File: config.mk
export PLATFORM = sky130hd
export DESIGN_NAME = shift_sequencer
export DESIGN_NICKNAME = d
export VERILOG_FILES = /design/src/rtl/shift_sequencer.sv
export SDC_FILE = /design/constraint.sdc
export NUM_CORES = 1
export LEC_CHECK = 0
export ABC_CLOCK_PERIOD_IN_PS = 2150
export CORE_MARGIN = 1
export CORE_UTILIZATION = 41
export DETAILED_ROUTE_END_ITERATION = 16
export PLACE_DENSITY = 0.76
export SLEW_MARGIN = 20
export SYNTH_ARGS = -nofsm -noshare
export SYNTH_HDL_FRONTEND = slang
export SYNTH_SLANG_ARGS = --single-unit
File: constraint.sdc
create_clock -name clock -period 2.15 [get_ports clock]
set_input_delay 0.43 -clock clock [delete_from_list [all_inputs] [get_ports clock]]
set_output_delay 0.43 -clock clock [all_outputs]
set_load 0.005 [all_outputs]
File: src/rtl/shift_sequencer.sv
// shift_sequencer
//   Takes a parallel word over a valid/ready handshake and shifts it out
//   MSB-first on shift_out. In the same steps it captures shift_in into the
//   vacated LSBs. The captured word is then offered on a second valid/ready
//   handshake. One shift step happens every DIV clock cycles.
//
// Ports
//   clock, reset           system clock, async active-high reset
//   in_valid/in_ready      input handshake, in_data = word to serialize
//   shift_in/shift_out     serial link (shift_out is 0 outside SHIFT)
//   shift_en               strobe marking the edge of each shift step
//   out_valid/out_ready    output handshake, out_data = captured word
//   busy                   high while shifting or holding a result
//
// state   | meaning
// --------+--------------------------------------------------------------
// S_IDLE  | waiting for a word; all outputs at reset values
// S_SHIFT | serializing; one step when div_cnt reaches DIV-1
// S_HOLD  | captured word on out_data until the consumer takes it

module shift_sequencer #(
    parameter int WIDTH = 4,
    parameter int DIV   = 1
) (
    input  logic             clock,
    input  logic             reset,
    input  logic             in_valid,
    output logic             in_ready,
    input  logic [WIDTH-1:0] in_data,
    input  logic             shift_in,
    output logic             shift_out,
    output logic             shift_en,
    output logic             out_valid,
    input  logic             out_ready,
    output logic [WIDTH-1:0] out_data,
    output logic             busy
);

    localparam int BW = $clog2(WIDTH);
    localparam int DW = (DIV > 1) ? $clog2(DIV) : 1;

    typedef enum logic [1:0] {
        S_IDLE  = 2'd0,
        S_SHIFT = 2'd1,
        S_HOLD  = 2'd2
    } state_t;

    state_t           state;
    state_t           state_nxt;
    logic [WIDTH-1:0] sreg;
    logic [BW-1:0]    bit_cnt;
    logic [DW-1:0]    div_cnt;
    logic             step;
    logic             last_step;
    logic             accept;

    always_comb begin
        step      = (state == S_SHIFT) && (div_cnt == DW'(DIV - 1));
        last_step = step && (bit_cnt == BW'(WIDTH - 1));
        // A result in HOLD can be handed off and replaced on the same edge.
        in_ready  = (state == S_IDLE) || ((state == S_HOLD) && out_ready);
        accept    = in_valid && in_ready;
        shift_out = (state == S_SHIFT) ? sreg[WIDTH-1] : 1'b0;
        shift_en  = step;
        out_valid = (state == S_HOLD);
        out_data  = (state == S_HOLD) ? sreg : '0;
        busy      = (state == S_SHIFT) || (state == S_HOLD);
    end

    always_comb begin
        state_nxt = state;
        case (state)
            S_IDLE:  if (accept) state_nxt = S_SHIFT;
            S_SHIFT: if (last_step) state_nxt = S_HOLD;
            S_HOLD: begin
                if (accept)
                    state_nxt = S_SHIFT;
                else if (out_ready)
                    state_nxt = S_IDLE;
            end
            default: state_nxt = S_IDLE;
        endcase
    end

    always_ff @(posedge clock or posedge reset) begin
        if (reset) begin
            state   <= S_IDLE;
            sreg    <= '0;
            bit_cnt <= '0;
            div_cnt <= '0;
        end else begin
            state <= state_nxt;
            if (accept) begin
                sreg    <= in_data;
                bit_cnt <= '0;
                div_cnt <= '0;
            end else if (step) begin
                sreg    <= {sreg[WIDTH-2:0], shift_in};
                div_cnt <= '0;
                // Saturate on the final step so bit_cnt stays within 0..WIDTH-1.
                if (!last_step)
                    bit_cnt <= bit_cnt + 1'b1;
            end else if (state == S_SHIFT) begin
                div_cnt <= div_cnt + 1'b1;
            end
        end
    end

endmodule
; ---- Word-level counts from Yosys, hierarchy flattened
; Index checks and enable logic that the tools add are counted.
[totals]
register_bits = 9
in_bits = 9
output_inout_bits = 9
wordCells = 40
[op_classes]
n_addsub = 2
n_eq_ne = 7
n_mux = 15
bitwise = 1
reduce_logical = 11
[ops]
columns = operator, n
row1 = $mux W2, 7
row2 = $mux W4, 3
row3 = $pmux W2 S3, 1
row4 = $eq A2 B2 Y1 const B, 2
row5 = $logic_and A1 B1 Y1, 4
row6 = $mux W1, 4
row7 = $ne A2 B2 Y1 const B, 2
row8 = $ne A3 B1 Y1 const B, 1
row9 = $reduce_and A3 Y1, 1
row10 = $reduce_bool A3 Y1, 1
row11 = $add A2 B1 Y2 const B, 1
row12 = $eq A2 B1 Y1 const B, 1
row13 = $logic_not A2 Y1, 1
row14 = $logic_or A1 B1 Y1, 2
row15 = $ne A2 B1 Y1 const B, 1
row16 = $reduce_and A2 Y1, 1
row17 = $reduce_bool A2 Y1, 1
row18 = $add A1 B1 Y1 const B, 1
row19 = $not A1 Y1, 1

; ---- Depth between registers and ports, before layout
[logic_depth]
word_depth = 6
mapped_depth = 6
mapped_depth_nobuf = 5

; ---- Worst setup path after synthesis
; No wires, ideal clock.
[synth_path]
path_kind = register to register
from = register state[0]
to = register state[0]
setup_time_ns = 0.126
arrival_ns = 1.302
required_ns = 2.024
slack_ns = 0.722
stages_incl_launch_ff = 7
n_path_buf = 1
synth_period_minus_slack_ns = 1.428
cell_sequence = dfrtp_1 inv_1 ha_1 a21o_4 and2_4 buf_6 o2bb2ai_1
[synth_between]
elab_chain_len = 6
word_cells_on_any_way = 14
classes_between = eq/ne: 5 / mux: 2 / reduce/logical: 7
[synth_rtl]
columns = item, line
row1 = "start, declared", 48  ; state_t state;
row2 = "start signal, assigned", 92  ; state <= state_nxt;
row3 = $eq A2 B2 Y1 (*), -
row4 = via out_valid, 33  ; output logic out_valid,
row5 = $logic_and A1 B1 Y1 (*), 61  ; in_ready = (state == S_IDLE) || ((state == S_HOLD) && out_ready);
row6 = $logic_or A1 B1 Y1 (*), 61
row7 = via in_ready, 28  ; output logic in_ready,
row8 = $logic_and A1 B1 Y1 (*), 62  ; accept = in_valid && in_ready;
row9 = "$ne A3 B1 Y1 (no source line), or another cell as far along", -
row10 = $reduce_and A3 Y1 (no source line) / $pmux W2 S3 (equally long branches), -
; The timed path passes the listed nets; every way through them passes the cells marked *.
; A chain may end at the register's enable or synchronous reset.

; ---- Worst setup path in the final report
[layout_path]
from = register state[1]
to = output in_ready
[layout_between]
elab_chain_len = 3
word_cells_on_any_way = 4
classes_between = eq/ne: 1 / reduce/logical: 3
[layout_rtl]
columns = item, line
row1 = $eq A2 B2 Y1, 61
row2 = $logic_and A1 B1 Y1, 61
row3 = $logic_or A1 B1 Y1 (*), 61
row4 = "end, declared", 28
; Mark *: on every way between the ends. The rest lies on a longest branch, timed or not.

==> results.yml <==
drt:
  vias: 463
  wl_per_cell_um: 12.0
  postRouteAntennaNets: 0
  dr.pass1.iters: 2
  drc: 0
  drtIter0Drc: 4
  via_per_inst: 5.09
  drt-total-wl_mm: 1.09
final_layout:
  fin_nets: 91
  synthToLayoutAreaGrowth_pct: 39.7
  stdcell_count: 91
  num-fill-cells: 120
  drive_above_1_share_pct: 21.1
  multiInputGateArea_um2: 329
  mostFrequentLayoutCells: "17 x clkdlybuf4s50_1, 8 x dfrtp_1"
  final_common_cell: "clkdlybuf4s50_1"
  regArea_um2: 226
  antenna_cells: 0
synthesis:
  synth_top_family_by_area: "simple AND/OR/NAND/NOR gates"
  synth_xor_xnor_area_share_pct: 1.53
  synth_compound_area_share_pct: 13.3
  muxShareOfSynthArea_pct: 6.99
  ys.warnings.count: 0
  synthSimpleGateAreaFrac_pct: 22.5
  syn_avg_cell_area_um2: 10.4
  syn-num-nets: 69
  synth.distinct_cells: 25
  synth-seq-cells: 9
  synthAdderAreaFrac_pct: 10.9
  yosysSeqAreaShare_pct: 39.3
  syn_inst: 55
  netlist_area_um2: 573
sta:
  fmax_mhz: 482
  min_period_ns: 2.07
  rsz0062_at_grt: "true"
  setup_viol: 0
  hold_violations: 0
  max_slew.worst_pin.slew_ns: 0.358
  period_share_pct: 96.4
  slew_headroom_pct: 76.1
  finalClockSkew_ns: 0.00628
  drv_slew: 0
  setup_tns_ns: 0
clock_network:
  clockBufferDepth: 2
  ctsRootBufferMaster: "clkbuf_4"
  cts_htree_levels: 1
  postCtsHoldBufs: 0
  cts_sinks: 9
  cts_buffers: 3
  path_clk_slew_ns: 0.06
  clock_latency_ns: 0.26
  tritoncts: "yes"
grt:
  grt-ovfl-total: 0
  grt_pass1_wl_mm: 1.75
  grt_max_degree: 10
  antenna_found_initial: 0
  grtUsageTotal_pct: 18.1
  grt_pass1_vias: 396
setup_path:
  r2r_start: "state[0]$_DFFE_PP0P_"
  worst_setup_path_start_kind: "flop"
  slowest_delay_ns: 0.50
  end_kind: "output port"
  crit_cells: 4
  worstPathMaxFanout: 6
  r2r-end: "state[1]$_DFFE_PP0P_"
  r2r_slack_ns: 0.73
  arrival_ns: 1.64
  r2r_cells: 5
  critical_path_required_ns: 1.72
  slowest_stage: "clkdlybuf4s50_1"
  cp_top_family: "buffers and inverters"
  critPathKind: "flop to output port"
  endpoint: "in_ready"
  startpoint: "state[1]$_DFFE_PP0P_"
  crit_chain: "inv_1 > ha_1 > a21o_4 > clkdlybuf4s50_1"
  critPathBufInv: 2
hold_path:
  min_path_type: "input pin to asynchronous set/reset pin"
die:
  initial_core_util_pct: 44.0
  die-area_um2: 1550
  ios: 18
  die-height_um: 39.4
  core_um2: 1300
  die_x_um: 39.4
  rows: 13
placed_design:
  gp_congestion: 0.695
  placement.io_buffers: 17
  hpwl_um: 874
  place_inst: 87
flow_run:
  max-cap-violations: 0
power:
  p_leak_uw: 0.000358
  power.density_nw_per_um2: 1170
  vdd_ir_drop_max_mv: 0.617
outcome:
  status: "completed"
-- cell type report --
type | count | share of cell area [%]
inverter | 4 | 1.88
clock buffer | 4 | 3.28
multi-input combinational | 40 | 41.1
timing repair buffer | 19 | 23.1
tap | 15 | 2.34
sequential | 9 | 28.3
-- state kept, by name, summed over array words and instances, names as in the netlist --
name / flops
sreg: 4
state: 2
div_cnt: 1
bit_cnt: 2
-- timing repair --
action | CTS | global route
gates resized for setup | 1 | 3
buffers inserted | 0 | 0
setup endpoints to repair | 5 | 5
-- layer usage --
layer	vias to the layer above	wire length [um]	GRT usage [%]
li1	230	-	-
met1	216	504	23.0
met2	14	521	27.1
met3	3	41	3.41
met4	0	23	12.9
met5	-	0	0
-- cell families (layout without fill, tap and decap cells) --
| group | after synthesis | in the layout |
|---|---|---|
| xor+xnor | 1 | 1 |
| mux | 4 | 4 |
| fa+ha+maj | 5 | 5 |
| flops | 9 | 9 |
| compound gates | 11 | 11 |
| simple gates | 19 | 19 |
| buf+inv | 6 | 27 |
-- Yosys cell counts --
library cell / count / area, um2
nor3b_2: 2 / 25.0
dfrtp_1: 9 / 225
o32a_1: 1 / 10.0
nor2_1: 1 / 3.75
a211oi_1: 1 / 7.51
buf_6: 1 / 11.3
o21ai_1: 4 / 20.0
nand3_1: 4 / 20.0
a21o_4: 1 / 15.0
xnor2_1: 1 / 8.76
and2_2: 4 / 30.0
nor3b_1: 1 / 7.51
mux2i_1: 4 / 40.0
nand2_1: 1 / 3.75
and2_1: 1 / 6.26
o21ai_0: 1 / 5.00
nand2b_1: 2 / 12.5
ha_1: 5 / 62.6
a21oi_1: 2 / 10.0
buf_2: 1 / 5.00
nor3_1: 1 / 5.00
nor2b_1: 1 / 6.26
o2bb2ai_1: 1 / 8.76
and2_4: 1 / 8.76
inv_1: 4 / 15.0
-- per-stage QoR --
step	setup slack [ns]	utilization (%)	power [uW]	hold slack, ns	cell area [um2]
final	0.0769	61.5	940	0.431	801
after global routing	-0.00681	61.5	1030	0.460	801
after CTS	0.0232	60.7	940	0.439	790
after detailed placement	0.135	58.5	803	0.552	761
after global placement	0.142	58.5	785	0.540	761
after floorplan	0.722	-	616	0.258	573
-- where the power goes --
group / leakage [uW] / switching (uW) / internal (uW) / total (uW)
Clock: 0.0000150 / 59.7 / 71.6 / 131
Combinational: 0.000229 / 228 / 287 / 515
Sequential: 0.000114 / 54.1 / 240 / 294
Total: 0.000358 / 342 / 598 / 940
-- worst min-delay path by stage --
stage,slack [ns],from,end,depth (start not counted)
6_report,0.43,reset,sreg[0]$_DFFE_PP0P_,2
2_1_floorplan,0.26,reset,bit_cnt[0]$_DFFE_PP0P_,1
5_1_grt,0.46,reset,bit_cnt[1]$_DFFE_PP0P_,2
3_3_place_gp,0.54,bit_cnt[1]$_DFFE_PP0P_,bit_cnt[1]$_DFFE_PP0P_,2
3_5_place_dp,0.55,bit_cnt[0]$_DFFE_PP0P_,bit_cnt[0]$_DFFE_PP0P_,2
4_1_cts,0.44,reset,sreg[0]$_DFFE_PP0P_,2
No activity file was read; power rests on OpenSTA's default activity.
